## src/rtl/dm_hart_stub_if.sv

```systemverilog
// Debug-memory bus between the hart-side stub (master) and the debug memory (slave).
//   req   : access strobe, one cycle per access
//   we    : write enable
//   addr  : byte address
//   wdata : write data
//   be    : byte enables
//   rdata : read data, valid the cycle after a read strobe
interface dm_hart_stub_if #(
  parameter int unsigned BusWidth = 32
) ();
  logic                  req;
  logic                  we;
  logic [BusWidth-1:0]   addr;
  logic [BusWidth-1:0]   wdata;
  logic [BusWidth/8-1:0] be;
  logic [BusWidth-1:0]   rdata;

  modport master (
    output req,
    output we,
    output addr,
    output wdata,
    output be,
    input  rdata
  );

  modport slave (
    input  req,
    input  we,
    input  addr,
    input  wdata,
    input  be,
    output rdata
  );
endinterface

```

## src/rtl/dm_hart_stub.sv

```systemverilog
// Hart-side debug-memory initiator. Stands in for a core running the debug ROM park loop:
// on a halt request it writes the Halted flag, then polls its flag byte and either fetches
// and hands off the WhereTo instruction (go), or writes Resuming and returns to running.
// Executor traps are reported with an Exception write.
//   clk_i, rst_ni        : clock, asynchronous active-low reset
//   debug_req_i          : level halt request
//   halted_o, resumed_o  : in debug mode / one-cycle pulse on the resuming write
//   mem                  : debug-memory bus (master side)
//   cmd_valid_o          : fetched instruction pending execution
//   cmd_insn_o           : fetched WhereTo instruction
//   cmd_done_i           : executor finished
//   cmd_exception_i      : executor trapped
module dm_hart_stub #(
  parameter int unsigned         BusWidth      = 32,
  parameter logic [BusWidth-1:0] DmBaseAddress = '0,
  parameter int unsigned         HartId        = 0,
  parameter int unsigned         PollGap       = 2
) (
  input  logic                  clk_i,
  input  logic                  rst_ni,
  input  logic                  debug_req_i,
  output logic                  halted_o,
  output logic                  resumed_o,
  dm_hart_stub_if.master        mem,
  output logic                  cmd_valid_o,
  output logic [31:0]           cmd_insn_o,
  input  logic                  cmd_done_i,
  input  logic                  cmd_exception_i
);

  localparam logic [BusWidth-1:0] AddrHalted    = DmBaseAddress + BusWidth'(32'h100);
  localparam logic [BusWidth-1:0] AddrGoing     = DmBaseAddress + BusWidth'(32'h108);
  localparam logic [BusWidth-1:0] AddrResuming  = DmBaseAddress + BusWidth'(32'h110);
  localparam logic [BusWidth-1:0] AddrException = DmBaseAddress + BusWidth'(32'h118);
  localparam logic [BusWidth-1:0] AddrWhereTo   = DmBaseAddress + BusWidth'(32'h300);
  // Flags are byte-addressed per hart but read as the aligned word containing our byte.
  localparam logic [BusWidth-1:0] AddrFlags     = DmBaseAddress + BusWidth'(32'h400)
                                                  + BusWidth'(HartId & 32'hFFC);
  localparam int unsigned         FlagLsb       = (HartId % 4) * 8;
  localparam logic [BusWidth-1:0] HartIdData    = BusWidth'(HartId);
  localparam int unsigned         ByteW         = BusWidth / 8;
  localparam int unsigned         GapW          = (PollGap < 2) ? 1 : $clog2(PollGap + 1);
  localparam logic [GapW-1:0]     GapLoad       = GapW'(PollGap - 1);

  typedef enum logic [3:0] {
    StRunning,
    StHaltWr,
    StPollRd,
    StPollWait,
    StGap,
    StGoingWr,
    StWtRd,
    StWtWait,
    StExec,
    StExcWr,
    StResumeWr
  } state_e;

  state_e              r_state, w_state_d;
  logic [GapW-1:0]     r_gap_cnt, w_gap_cnt_d;
  logic [31:0]         r_cmd_insn, w_cmd_insn_d;
  logic                r_req, w_req_d;
  logic                r_we, w_we_d;
  logic [BusWidth-1:0] r_addr, w_addr_d;
  logic [BusWidth-1:0] r_wdata, w_wdata_d;
  logic [ByteW-1:0]    r_be, w_be_d;
  logic                r_halted, r_resumed, r_cmd_valid;
  logic                w_flag_go, w_flag_resume;

  assign w_flag_go     = mem.rdata[FlagLsb];
  assign w_flag_resume = mem.rdata[FlagLsb+1];

  // Next-state
  always_comb begin
    w_state_d    = r_state;
    w_gap_cnt_d  = r_gap_cnt;
    w_cmd_insn_d = r_cmd_insn;
    unique case (r_state)
      StRunning:  if (debug_req_i) w_state_d = StHaltWr;
      StHaltWr:   w_state_d = StPollRd;
      StPollRd:   w_state_d = StPollWait;
      StPollWait: begin
        if (w_flag_go) begin
          w_state_d = StGoingWr;
        end else if (w_flag_resume) begin
          w_state_d = StResumeWr;
        end else if (PollGap > 0) begin
          w_state_d   = StGap;
          w_gap_cnt_d = GapLoad;
        end else begin
          w_state_d = StPollRd;
        end
      end
      StGap: begin
        if (r_gap_cnt == '0) w_state_d = StPollRd;
        else                 w_gap_cnt_d = r_gap_cnt - 1'b1;
      end
      StGoingWr:  w_state_d = StWtRd;
      StWtRd:     w_state_d = StWtWait;
      StWtWait: begin
        w_cmd_insn_d = mem.rdata[31:0];
        w_state_d    = StExec;
      end
      StExec: begin
        if (cmd_exception_i) w_state_d = StExcWr;
        else if (cmd_done_i) w_state_d = StPollRd;
      end
      StExcWr:    w_state_d = StPollRd;
      StResumeWr: w_state_d = StRunning;
      default:    w_state_d = StRunning;
    endcase
  end

  // Outputs are registered, so they are decoded from the state being entered.
  always_comb begin
    w_req_d   = 1'b0;
    w_we_d    = 1'b0;
    w_addr_d  = r_addr;
    w_wdata_d = '0;
    w_be_d    = '0;
    unique case (w_state_d)
      StHaltWr: begin
        w_req_d   = 1'b1;
        w_we_d    = 1'b1;
        w_addr_d  = AddrHalted;
        w_wdata_d = HartIdData;
        w_be_d    = '1;
      end
      StPollRd: begin
        w_req_d  = 1'b1;
        w_addr_d = AddrFlags;
      end
      StGoingWr: begin
        w_req_d  = 1'b1;
        w_we_d   = 1'b1;
        w_addr_d = AddrGoing;
        w_be_d   = '1;
      end
      StWtRd: begin
        w_req_d  = 1'b1;
        w_addr_d = AddrWhereTo;
      end
      StExcWr: begin
        w_req_d  = 1'b1;
        w_we_d   = 1'b1;
        w_addr_d = AddrException;
        w_be_d   = '1;
      end
      StResumeWr: begin
        w_req_d   = 1'b1;
        w_we_d    = 1'b1;
        w_addr_d  = AddrResuming;
        w_wdata_d = HartIdData;
        w_be_d    = '1;
      end
      default: ;
    endcase
  end

  always_ff @(posedge clk_i or negedge rst_ni) begin
    if (!rst_ni) begin
      r_state     <= StRunning;
      r_gap_cnt   <= '0;
      r_cmd_insn  <= '0;
      r_req       <= 1'b0;
      r_we        <= 1'b0;
      r_addr      <= '0;
      r_wdata     <= '0;
      r_be        <= '0;
      r_halted    <= 1'b0;
      r_resumed   <= 1'b0;
      r_cmd_valid <= 1'b0;
    end else begin
      r_state     <= w_state_d;
      r_gap_cnt   <= w_gap_cnt_d;
      r_cmd_insn  <= w_cmd_insn_d;
      r_req       <= w_req_d;
      r_we        <= w_we_d;
      r_addr      <= w_addr_d;
      r_wdata     <= w_wdata_d;
      r_be        <= w_be_d;
      r_halted    <= (w_state_d != StRunning);
      r_resumed   <= (w_state_d == StResumeWr);
      r_cmd_valid <= (w_state_d == StExec);
    end
  end

  assign mem.req     = r_req;
  assign mem.we      = r_we;
  assign mem.addr    = r_addr;
  assign mem.wdata   = r_wdata;
  assign mem.be      = r_be;
  assign halted_o    = r_halted;
  assign resumed_o   = r_resumed;
  assign cmd_valid_o = r_cmd_valid;
  assign cmd_insn_o  = r_cmd_insn;

endmodule
```

## src/flat_wrapper.sv

```systemverilog
// flat-port wrapper written by rule: the top's interface ports become plain ports
module dm_hart_stub_flat 
#(
  parameter int unsigned         BusWidth      = 32,
  parameter logic [BusWidth-1:0] DmBaseAddress = '0,
  parameter int unsigned         HartId        = 0,
  parameter int unsigned         PollGap       = 2
)
  (clk_i, rst_ni, debug_req_i, halted_o, resumed_o, cmd_valid_o, cmd_insn_o, cmd_done_i, cmd_exception_i, mem_req, mem_we, mem_addr, mem_wdata, mem_be, mem_rdata);
  dm_hart_stub_if #(.BusWidth(BusWidth)) mem_i ();
  input  logic clk_i;
  input  logic rst_ni;
  input  logic debug_req_i;
  output logic halted_o;
  output logic resumed_o;
  output logic cmd_valid_o;
  output logic [31:0] cmd_insn_o;
  input  logic cmd_done_i;
  input  logic cmd_exception_i;
  output wire logic [$bits(mem_i.req)-1:0] mem_req;
  output wire logic [$bits(mem_i.we)-1:0] mem_we;
  output wire logic [$bits(mem_i.addr)-1:0] mem_addr;
  output wire logic [$bits(mem_i.wdata)-1:0] mem_wdata;
  output wire logic [$bits(mem_i.be)-1:0] mem_be;
  input wire logic [$bits(mem_i.rdata)-1:0] mem_rdata;
  assign mem_req = mem_i.req;
  assign mem_we = mem_i.we;
  assign mem_addr = mem_i.addr;
  assign mem_wdata = mem_i.wdata;
  assign mem_be = mem_i.be;
  assign mem_i.rdata = mem_rdata;
  dm_hart_stub #(.BusWidth(BusWidth), .DmBaseAddress(DmBaseAddress), .HartId(HartId), .PollGap(PollGap)) u_core (.clk_i(clk_i), .rst_ni(rst_ni), .debug_req_i(debug_req_i), .halted_o(halted_o), .resumed_o(resumed_o), .mem(mem_i), .cmd_valid_o(cmd_valid_o), .cmd_insn_o(cmd_insn_o), .cmd_done_i(cmd_done_i), .cmd_exception_i(cmd_exception_i));
endmodule
```

## config.mk

```make
export PLATFORM = sky130hd
export DESIGN_NAME = dm_hart_stub_flat
export DESIGN_NICKNAME = d
export VERILOG_FILES = /design/src/rtl/dm_hart_stub_if.sv /design/src/rtl/dm_hart_stub.sv /design/src/flat_wrapper.sv
export SDC_FILE = /design/constraint.sdc
export NUM_CORES = 1
export LEC_CHECK = 0
export ABC_AREA = 1
export ABC_CLOCK_PERIOD_IN_PS = 1370
export CORE_MARGIN = 2
export CORE_UTILIZATION = 35
export DETAILED_ROUTE_END_ITERATION = 8
export GPL_ROUTABILITY_DRIVEN = 1
export PLACE_DENSITY = 0.86
export SKIP_CTS_REPAIR_TIMING = 1
export SYNTH_ARGS = -nofsm -noshare
export SYNTH_HDL_FRONTEND = slang
export SYNTH_SLANG_ARGS = --single-unit
export TNS_END_PERCENT = 5
```

## constraint.sdc

```tcl
create_clock -name clk_i -period 1.37 [get_ports clk_i]
set_input_delay 0.2055 -clock clk_i [delete_from_list [all_inputs] [get_ports clk_i]]
set_output_delay 0.2055 -clock clk_i [all_outputs]
set_load 0.01 [all_outputs]
```

After elaboration in Yosys (flattened, before gate mapping)
Index checks and enable logic that the tools add are counted.
{"block": "word_totals", "reg_bits": 79, "in_bits": 37, "output_inout_bits": 105, "wordCells": 54}
{"block": "classes", "add_sub_neg": 1, "eq_ne": 19, "n_mux": 15, "reduce_logical": 9}
{"op": "$pmux W32 S6", "count": 1}
{"op": "$pmux W4 S9", "count": 1}
{"op": "$mux W4", "count": 7}
{"op": "$eq A4 B3 Y1 const B", "count": 6}
{"op": "$eq A4 B4 Y1 const B", "count": 5}
{"op": "$eq A4 B2 Y1 const B", "count": 3}
{"op": "$eq A4 B1 Y1 const B", "count": 2}
{"op": "$mux W2", "count": 3}
{"op": "$ne A2 B2 Y1 const B", "count": 3}
{"op": "$reduce_bool A6 Y1", "count": 1}
{"op": "$reduce_or A6 Y1", "count": 1}
{"op": "$logic_not A4 Y1", "count": 1}
{"op": "$pmux W2 S2", "count": 1}
{"op": "$reduce_and A4 Y1", "count": 1}
{"op": "$reduce_bool A4 Y1", "count": 1}
{"op": "$reduce_or A4 Y1", "count": 1}
{"op": "$logic_not A2 Y1", "count": 1}
{"op": "$mux W1", "count": 2}
{"op": "$reduce_bool A2 Y1", "count": 1}
{"op": "$reduce_or A2 Y1", "count": 1}
{"op": "$sub A2 B1 Y2 const B", "count": 1}

Depth between registers and ports, before layout
Gate-level depths: netlist (run 1).
{"block": "depth", "depth_word": 6, "mapped_depth": 11}

Worst setup path before layout (run 1)
Ideal clock, no wire load.
{"block": "synth_timing", "kind": "register to register", "startpoint": "register u_core.r_state[1]", "endpoint": "register u_core.r_cmd_insn[0], in the netlist u_core.cmd_insn_o[0]", "arrival_ps": 1202, "required_time_ps": 1245, "setup_slack_ps": 44, "stages_incl_launch_ff": 6, "n_path_buf": 1, "period_less_slack_ps": 1326, "cell_sequence": "dfrtp_1 -> nand2_1 -> inv_1 -> nand2_2 -> clkbuf_8 -> mux2_2"}
{"block": "synth_between", "elab_chain_len": 1}
{"element": "start, declared", "line": "dm_hart_stub.sv:59", "text": "state_e r_state, w_state_d;"}
{"element": "start signal, assigned", "line": "dm_hart_stub.sv:162", "text": "r_state <= StRunning;"}
{"element": "start signal, assigned", "line": "dm_hart_stub.sv:174", "text": "r_state <= w_state_d;"}
{"element": "$eq A4 B3 Y1", "line": "dm_hart_stub.sv:78", "text": "unique case (r_state)"}
{"element": "end signal, assigned", "line": "dm_hart_stub.sv:176", "text": "r_cmd_insn <= w_cmd_insn_d;"}
{"element": "end, declared", "line": "dm_hart_stub.sv:61", "text": "logic [31:0] r_cmd_insn, w_cmd_insn_d;"}
No other way between the ends.
A chain may end at the register's enable or synchronous reset.

Worst setup path after layout (run 1)
{"block": "layout_timing", "startpoint": "register u_core.r_state[1]", "endpoint": "register u_core.r_addr[3], in the netlist u_core.mem.addr[3]"}
{"block": "layout_between", "elab_chain_len": 5, "word_cells_on_any_way": 24}
{"element": "$eq A4 B1 Y1, or another cell as far along", "line": "dm_hart_stub.sv:78"}
{"element": "$reduce_or A2 Y1 (no source line) or $mux W4 (tied branches)"}
{"element": "$pmux W4 S9 *", "line": "dm_hart_stub.sv:78"}
{"element": "$eq A4 B4 Y1, or another cell as far along", "line": "dm_hart_stub.sv:121", "text": "unique case (w_state_d)"}
{"element": "$pmux W32 S6 or $reduce_bool A6 Y1 (tied branches)"}
{"element": "end signal, assigned", "line": "dm_hart_stub.sv:179", "text": "r_addr <= w_addr_d;"}
{"element": "end, declared", "line": "dm_hart_stub.sv:64", "text": "logic [BusWidth-1:0] r_addr, w_addr_d;"}
Every way passes the cells marked *; elsewhere a longest branch is shown, timed or not. The select of a mux whose other input is x is not followed.

==> flow_metrics.env, run 1 <==
export IMPL_synth_area_um2=2520
export IMPL_power_leakage_uw=0.00217
export IMPL_final_util_pct=53.0
export IMPL_rsz0062_at_grt="true"
export IMPL_busiest_layer="met2"
export IMPL_die_x_um=88.9
export IMPL_syn_to_final_growth_pct=44.3
export IMPL_synth_top_area_cell="dfrtp_1"
export IMPL_fin_cells=442
export IMPL_dieHeight_um=88.9
export IMPL_cts_sinks=48
export IMPL_fmax_mhz=678
export IMPL_ir_worst_vdd_mv=0.697
export IMPL_fin_area_um2=3640
export IMPL_yosysSeqAreaShare_pct=47.6
export IMPL_crit_type="register to register"
export IMPL_hp_class="input port to asynchronous set/reset pin"
export IMPL_core_area_um2=6870
export IMPL_clk_latency_ps=290
export IMPL_hold_viol=0
export IMPL_path_cells="nor2_2 -> nand3_1 -> nand4_1 -> nand3_4 -> nand3_1 -> nand2_1"
export IMPL_start_util_pct=36.7
export IMPL_drt_iter0_drc=106
export IMPL_drive_above_1_share_pct=26.3
export IMPL_io_buffer_count=82
export IMPL_maxCapViolCount=0
export IMPL_synth_cells=243
export IMPL_numPlacedInstances=431
export IMPL_vias=1837
export IMPL_run_status="finished, violations left"
export IMPL_num_rows=30
export IMPL_cp_arrival_ps=1660
export IMPL_diodes=0
export IMPL_use_met1_pct=15.2
export IMPL_antenna_found_initial=0
export IMPL_drc_errors=0
export IMPL_via_per_inst=4.16
export IMPL_min_period_ps=1480
export IMPL_hpwlAfterDp_um=4120
export IMPL_crit_required_ps=1550
export IMPL_clk_pin_slew_ps=90
export IMPL_reg2reg_slack_ps=-110
export IMPL_setup_viol_count_final=40
export IMPL_final_critical_path_setup_slack_ps=-106
export IMPL_yosysUniqueCellTypes=22
export IMPL_dr_pass1_iters=4
export IMPL_ios=142
export IMPL_violations="negative setup slack"
export IMPL_worstSetupEndpointType="register"
export IMPL_ys_ff_latch=48
export IMPL_finClkSkew_ps=10.9
export IMPL_ant_nets=0
export IMPL_grt_use_met2_pct=22.0
export IMPL_cts_buffer_depth=2
export IMPL_hold_slack_ps=423
export IMPL_cpMostUsedCell="nand3_1"
export IMPL_wl_per_cell_um=12.5
export IMPL_routed_wl_um=5520
export IMPL_htreeDepth=2
export IMPL_max_stage_delay_ps=480
export IMPL_slew_violations=0
export IMPL_path_max_fanout=6
export IMPL_use_met3_pct=3.05
export IMPL_synthTopCellsByArea="dfrtp_1 48%, buf_4 19%, mux2_2 14%"
export IMPL_grt_max_degree=49
export IMPL_yosys_area_top_type_share_pct=47.6
export IMPL_grt_pass1_wl_um=7840
export IMPL_die_area_um2=7910
export IMPL_ys_warn_count=0
export IMPL_placed_area_um2=3320
export IMPL_crit_slowest_cell="dfrtp_2"
export IMPL_cts_tree="built"
export IMPL_nets=383
export IMPL_clockRootBuffer="clkbuf_8"
export IMPL_routabilityCongestion=0.858
export IMPL_power_density_nw_per_um2=1970
export IMPL_track_usage_pct=12.7
export IMPL_nFillCells=586
export IMPL_cts_buffers=5
export IMPL_cp_start_kind="register"
export IMPL_fin_crit_sh_pct=108
export IMPL_syn_avg_cell_area_um2=10.4
export IMPL_grt_pass1_vias=1710
export IMPL_grt_ovfl_total=0
[registers in the layout, summed over array words and instances, names as in the netlist]
register            cells
u_core.mem.be           1
u_core.r_gap_cnt        2
u_core.mem.req          1
u_core.resumed_o        1
u_core.halted_o         1
u_core.cmd_insn_o      32
u_core.mem.addr         5
u_core.cmd_valid_o      1
u_core.r_state          4
[cells by family (layout without fill, tap and decap cells)]
family	count (synthesis)	count (layout)	synth area share (%)
other cells	1	59	0.149
fa+ha+maj	1	1	0.496
simple gates	70	70	13.0
mux	31	31	13.8
buf+inv	81	126	22.6
compound gates	11	11	2.28
flops	48	48	47.6
[Yosys cell counts]
| master | instances |
|---|---|
| nand4_1 | 1 |
| clkbuf_8 | 3 |
| nor2_4 | 2 |
| nor3_1 | 1 |
| mux2_2 | 31 |
| nand3_2 | 1 |
| nand3_1 | 14 |
| buf_4 | 63 |
| ha_1 | 1 |
| a21oi_1 | 1 |
| o211ai_1 | 1 |
| nor2_1 | 15 |
| nor3b_1 | 1 |
| dfrtp_1 | 48 |
| inv_2 | 1 |
| conb_1 | 1 |
| nand2_4 | 1 |
| o21ai_0 | 9 |
| nand2_2 | 3 |
| inv_1 | 14 |
| nand2_1 | 29 |
| nor2_2 | 2 |
[worst paths after layout]
kind	startpoint	to	cells past startpoint
min in group clk_i	u_core.cmd_insn_o[1]	u_core.cmd_insn_o[1]	2
worst min register to register	u_core.cmd_insn_o[1]	u_core.cmd_insn_o[1]	2
worst max register to register	u_core.r_state[1]	u_core.mem.addr[3]	6
max in group asynchronous	rst_ni	u_core.r_state[1]	3
worst max-delay path	u_core.r_state[1]	u_core.mem.addr[3]	6
worst min-delay path	rst_ni	u_core.cmd_insn_o[20]	3
[metrics by stage]
stage | setup TNS [ps] | power [uW] | worst slack [ps]
finish | -3090 | 7170 | -106
global route | -5070 | 7710 | -190
CTS | -5990 | 7160 | -150
detailed placement | -4140 | 6250 | -252
global placement | -3480 | 6100 | -174
floorplan | 0 | 4460 | 43.7
[power breakdown]
| part | leakage, uW | internal, uW | switching [uW] |
|---|---|---|---|
| Sequential | 0.000572 | 2090 | 375 |
| Combinational | 0.00154 | 2010 | 1830 |
| Clock | 0.0000516 | 413 | 458 |
[layer usage]
layer	vias up	routed length, um	share of wire, %
met5	-	0	0
met4	0	123	2.2
met3	8	430	7.8
met2	94	2960	54
met1	871	2000	36
li1	864	-	-
[placed cells by master (no fill, tap or decap)]
cell             count
inv_1               10
clkdlybuf4s50_1     35
nor2_4               4
ha_1                 1
o21ai_1              1
mux2_2              31
buf_4               17
nand3_2              3
dlymetal6s2s_1      46
nand2_2              8
clkbuf_8             6
buf_2                1
buf_12               3
dfrtp_1             45
inv_2                5
a21oi_1              1
dfrtp_2              3
nor2_2               5
nor3b_1              1
nand2_4              2
nand3_1             11
conb_1              59
clkinv_2             1
o211ai_1             1
nand2_1             23
nor2_1              10
dlygate4sd3_1        1
nand4_1              1
nor3_1               1
inv_6                1
nand3_4              1
o21ai_0              8
[worst max-delay path, delay by kind of cell, from the launching register on]
family	cells	cell delay (ps)
flip-flops	1	480
AND/OR/NAND/NOR	6	890
[cell type report]
| cell class | instances | area (um2) | share of cell area [%] |
|---|---|---|---|
| sequential | 48 | 1200 | 33.1 |
| clock buffer | 6 | 82.6 | 2.27 |
| timing repair buffer | 103 | 1130 | 31.0 |
| inverter | 15 | 56.3 | 1.55 |
| multi-input combinational | 172 | 1030 | 28.4 |
| clock inverter | 2 | 13.8 | 0.378 |
| tap | 96 | 120 | 3.30 |
Note: power is estimated with default switching activity, not from simulation.
==> run 2, diff against run 1 <==
--- a/config.mk
+++ b/config.mk
@@ -7,7 +7,6 @@
 export LEC_CHECK = 0
 export ABC_AREA = 1
 export ABC_CLOCK_PERIOD_IN_PS = 1370
-export CORE_MARGIN = 2
 export CORE_UTILIZATION = 35
 export DETAILED_ROUTE_END_ITERATION = 8
 export GPL_ROUTABILITY_DRIVEN = 1
==> flow_metrics.env, run 2 (same netlist as run 1, synthesis figures left out) <==
export IMPL_crit_type="register to register"
export IMPL_power_density_nw_per_um2=1970
export IMPL_dieHeight_um=86.9
export IMPL_critPathBufInv=2
export IMPL_grt_pass1_vias=1674
export IMPL_diodes=0
export IMPL_finalPower_uw=7180
export IMPL_fmax_mhz=690
export IMPL_finClkSkew_ps=7.87
export IMPL_cp_arrival_ps=1630
export IMPL_vias=1841
export IMPL_nFillCells=603
export IMPL_r2r_end="u_core.mem.addr[10]"
export IMPL_crit_slowest_cell="dfrtp_2"
export IMPL_wl_per_cell_um=12.0
export IMPL_crit_required_ps=1550
export IMPL_clk_pin_slew_ps=90
export IMPL_r2r_start="u_core.r_state[1]"
export IMPL_slew_violations=0
export IMPL_worstSetupEndpointType="register"
export IMPL_setup_viol_count_final=39
export IMPL_hold_viol=0
export IMPL_ir_worst_vdd_mv=0.551
export IMPL_start_util_pct=36.7
export IMPL_syn_to_final_growth_pct=44.7
export IMPL_r2r_cells=10
export IMPL_core_area_um2=6870
export IMPL_layout_common_cells="59 x conb_1, 46 x dlymetal6s2s_1, 45 x dfrtp_1, 35 x clkdlybuf4s50_1, 31 x mux2_2"
export IMPL_grt_max_degree=27
export IMPL_die_x_um=86.9
export IMPL_drt_iter0_drc=66
export IMPL_fin_crit_sh_pct=106
export IMPL_grt_ovfl_total=0
export IMPL_violations="negative setup slack"
export IMPL_htreeDepth=2
export IMPL_min_period_ps=1450
export IMPL_hp_class="input port to asynchronous set/reset pin"
export IMPL_maxCapViolCount=0
export IMPL_power_leakage_uw=0.00218
export IMPL_tns_ps=-1900
export IMPL_via_per_inst=4.17
export IMPL_ant_nets=0
export IMPL_largest_reg_flops=32
export IMPL_drive_above_1_share_pct=28.3
export IMPL_io_buffer_count=82
export IMPL_die_area_um2=7550
export IMPL_worst_path_stages=10
export IMPL_run_status="finished, violations left"
export IMPL_cts_tree="built"
export IMPL_critPathTopFamily="simple AND/OR/NAND/NOR gates"
export IMPL_clk_latency_ps=290
export IMPL_drc_errors=0
export IMPL_ios=142
export IMPL_path_max_fanout=6
export IMPL_routed_wl_um=5280
export IMPL_placed_area_um2=3310
export IMPL_cts_buffers=5
export IMPL_final_critical_path_setup_slack_ps=-78.5
export IMPL_fin_area_um2=3650
export IMPL_final_common_cell="conb_1"
export IMPL_hpwlAfterDp_um=4070
export IMPL_hold_slack_ps=414
export IMPL_max_stage_delay_ps=490
export IMPL_dr_pass1_iters=4
export IMPL_path_cells="inv_2 -> nand2_4 -> nor2_4 -> nand2_2 -> nand2_2 -> nor2_4 -> inv_2 -> nand2_4 -> nand3_1 -> nand2_1"
export IMPL_multi_input_area_um2=1070
export IMPL_clockRootBuffer="clkbuf_8"
export IMPL_cts_sinks=48
export IMPL_nets=383
export IMPL_regArea_um2=1200
export IMPL_reg2reg_slack_ps=-80
export IMPL_track_usage_pct=13.1
export IMPL_rsz0062_at_grt="true"
export IMPL_num_rows=30
export IMPL_cp_start_kind="register"
export IMPL_grt_pass1_wl_um=7730
export IMPL_cts_buffer_depth=2
export IMPL_routabilityCongestion=0.861
export IMPL_antenna_found_initial=0
## run 2: worst max-delay path by stage
stage,start,to
detailed placement,mem_rdata[1],u_core.mem.addr[8]
CTS,u_core.r_state[1],u_core.mem.addr[8]
global route,u_core.r_state[1],u_core.r_gap_cnt[1]
global placement,mem_rdata[1],u_core.mem.addr[8]
floorplan,u_core.r_state[1],u_core.cmd_insn_o[0]
finish,u_core.r_state[1],u_core.mem.addr[10]
## run 2: through the flow
stage,setup slack [ps],instances,utilization [%]
6_report,-78.5,442,53.2
2_1_floorplan,43.7,301,-
5_1_grt,-174,442,53.2
3_5_place_dp,-251,431,48.2
4_1_cts,-125,439,49.5
3_3_place_gp,-192,431,48.2
## run 2: tightest hold or removal path, cell delays in order
cell           delay, ps
dlygate4sd3_1        520
buf_2                100
buf_4                280
## run 2: area by class of cell
| class | instances | share of cell area [%] |
|---|---|---|
| Inverter | 15 | 1.54 |
| Clock inverter | 3 | 0.514 |
| Multi-Input combinational cell | 172 | 29.4 |
| Sequential cell | 48 | 33.0 |
| Tap cell | 96 | 3.29 |
| Clock buffer | 5 | 1.88 |
| Timing Repair Buffer | 103 | 30.3 |
## run 2: routing by layer
metal / wire length (um) / part of all wire [%] / vias up / GRT usage (%)
li1: - / - / 864 / -
met1: 2010 / 38 / 887 / 15.7
met2: 2890 / 55 / 86 / 23.5
met3: 333 / 6.3 / 4 / 2.75
met4: 57 / 1.1 / 0 / 3.79
met5: 0 / 0 / - / 0
## run 2: where the power goes
group | total [uW] | internal [uW] | switching, uW
clock | 824 | 357 | 467
sequential | 2480 | 2090 | 387
combinational | 3870 | 2020 | 1860
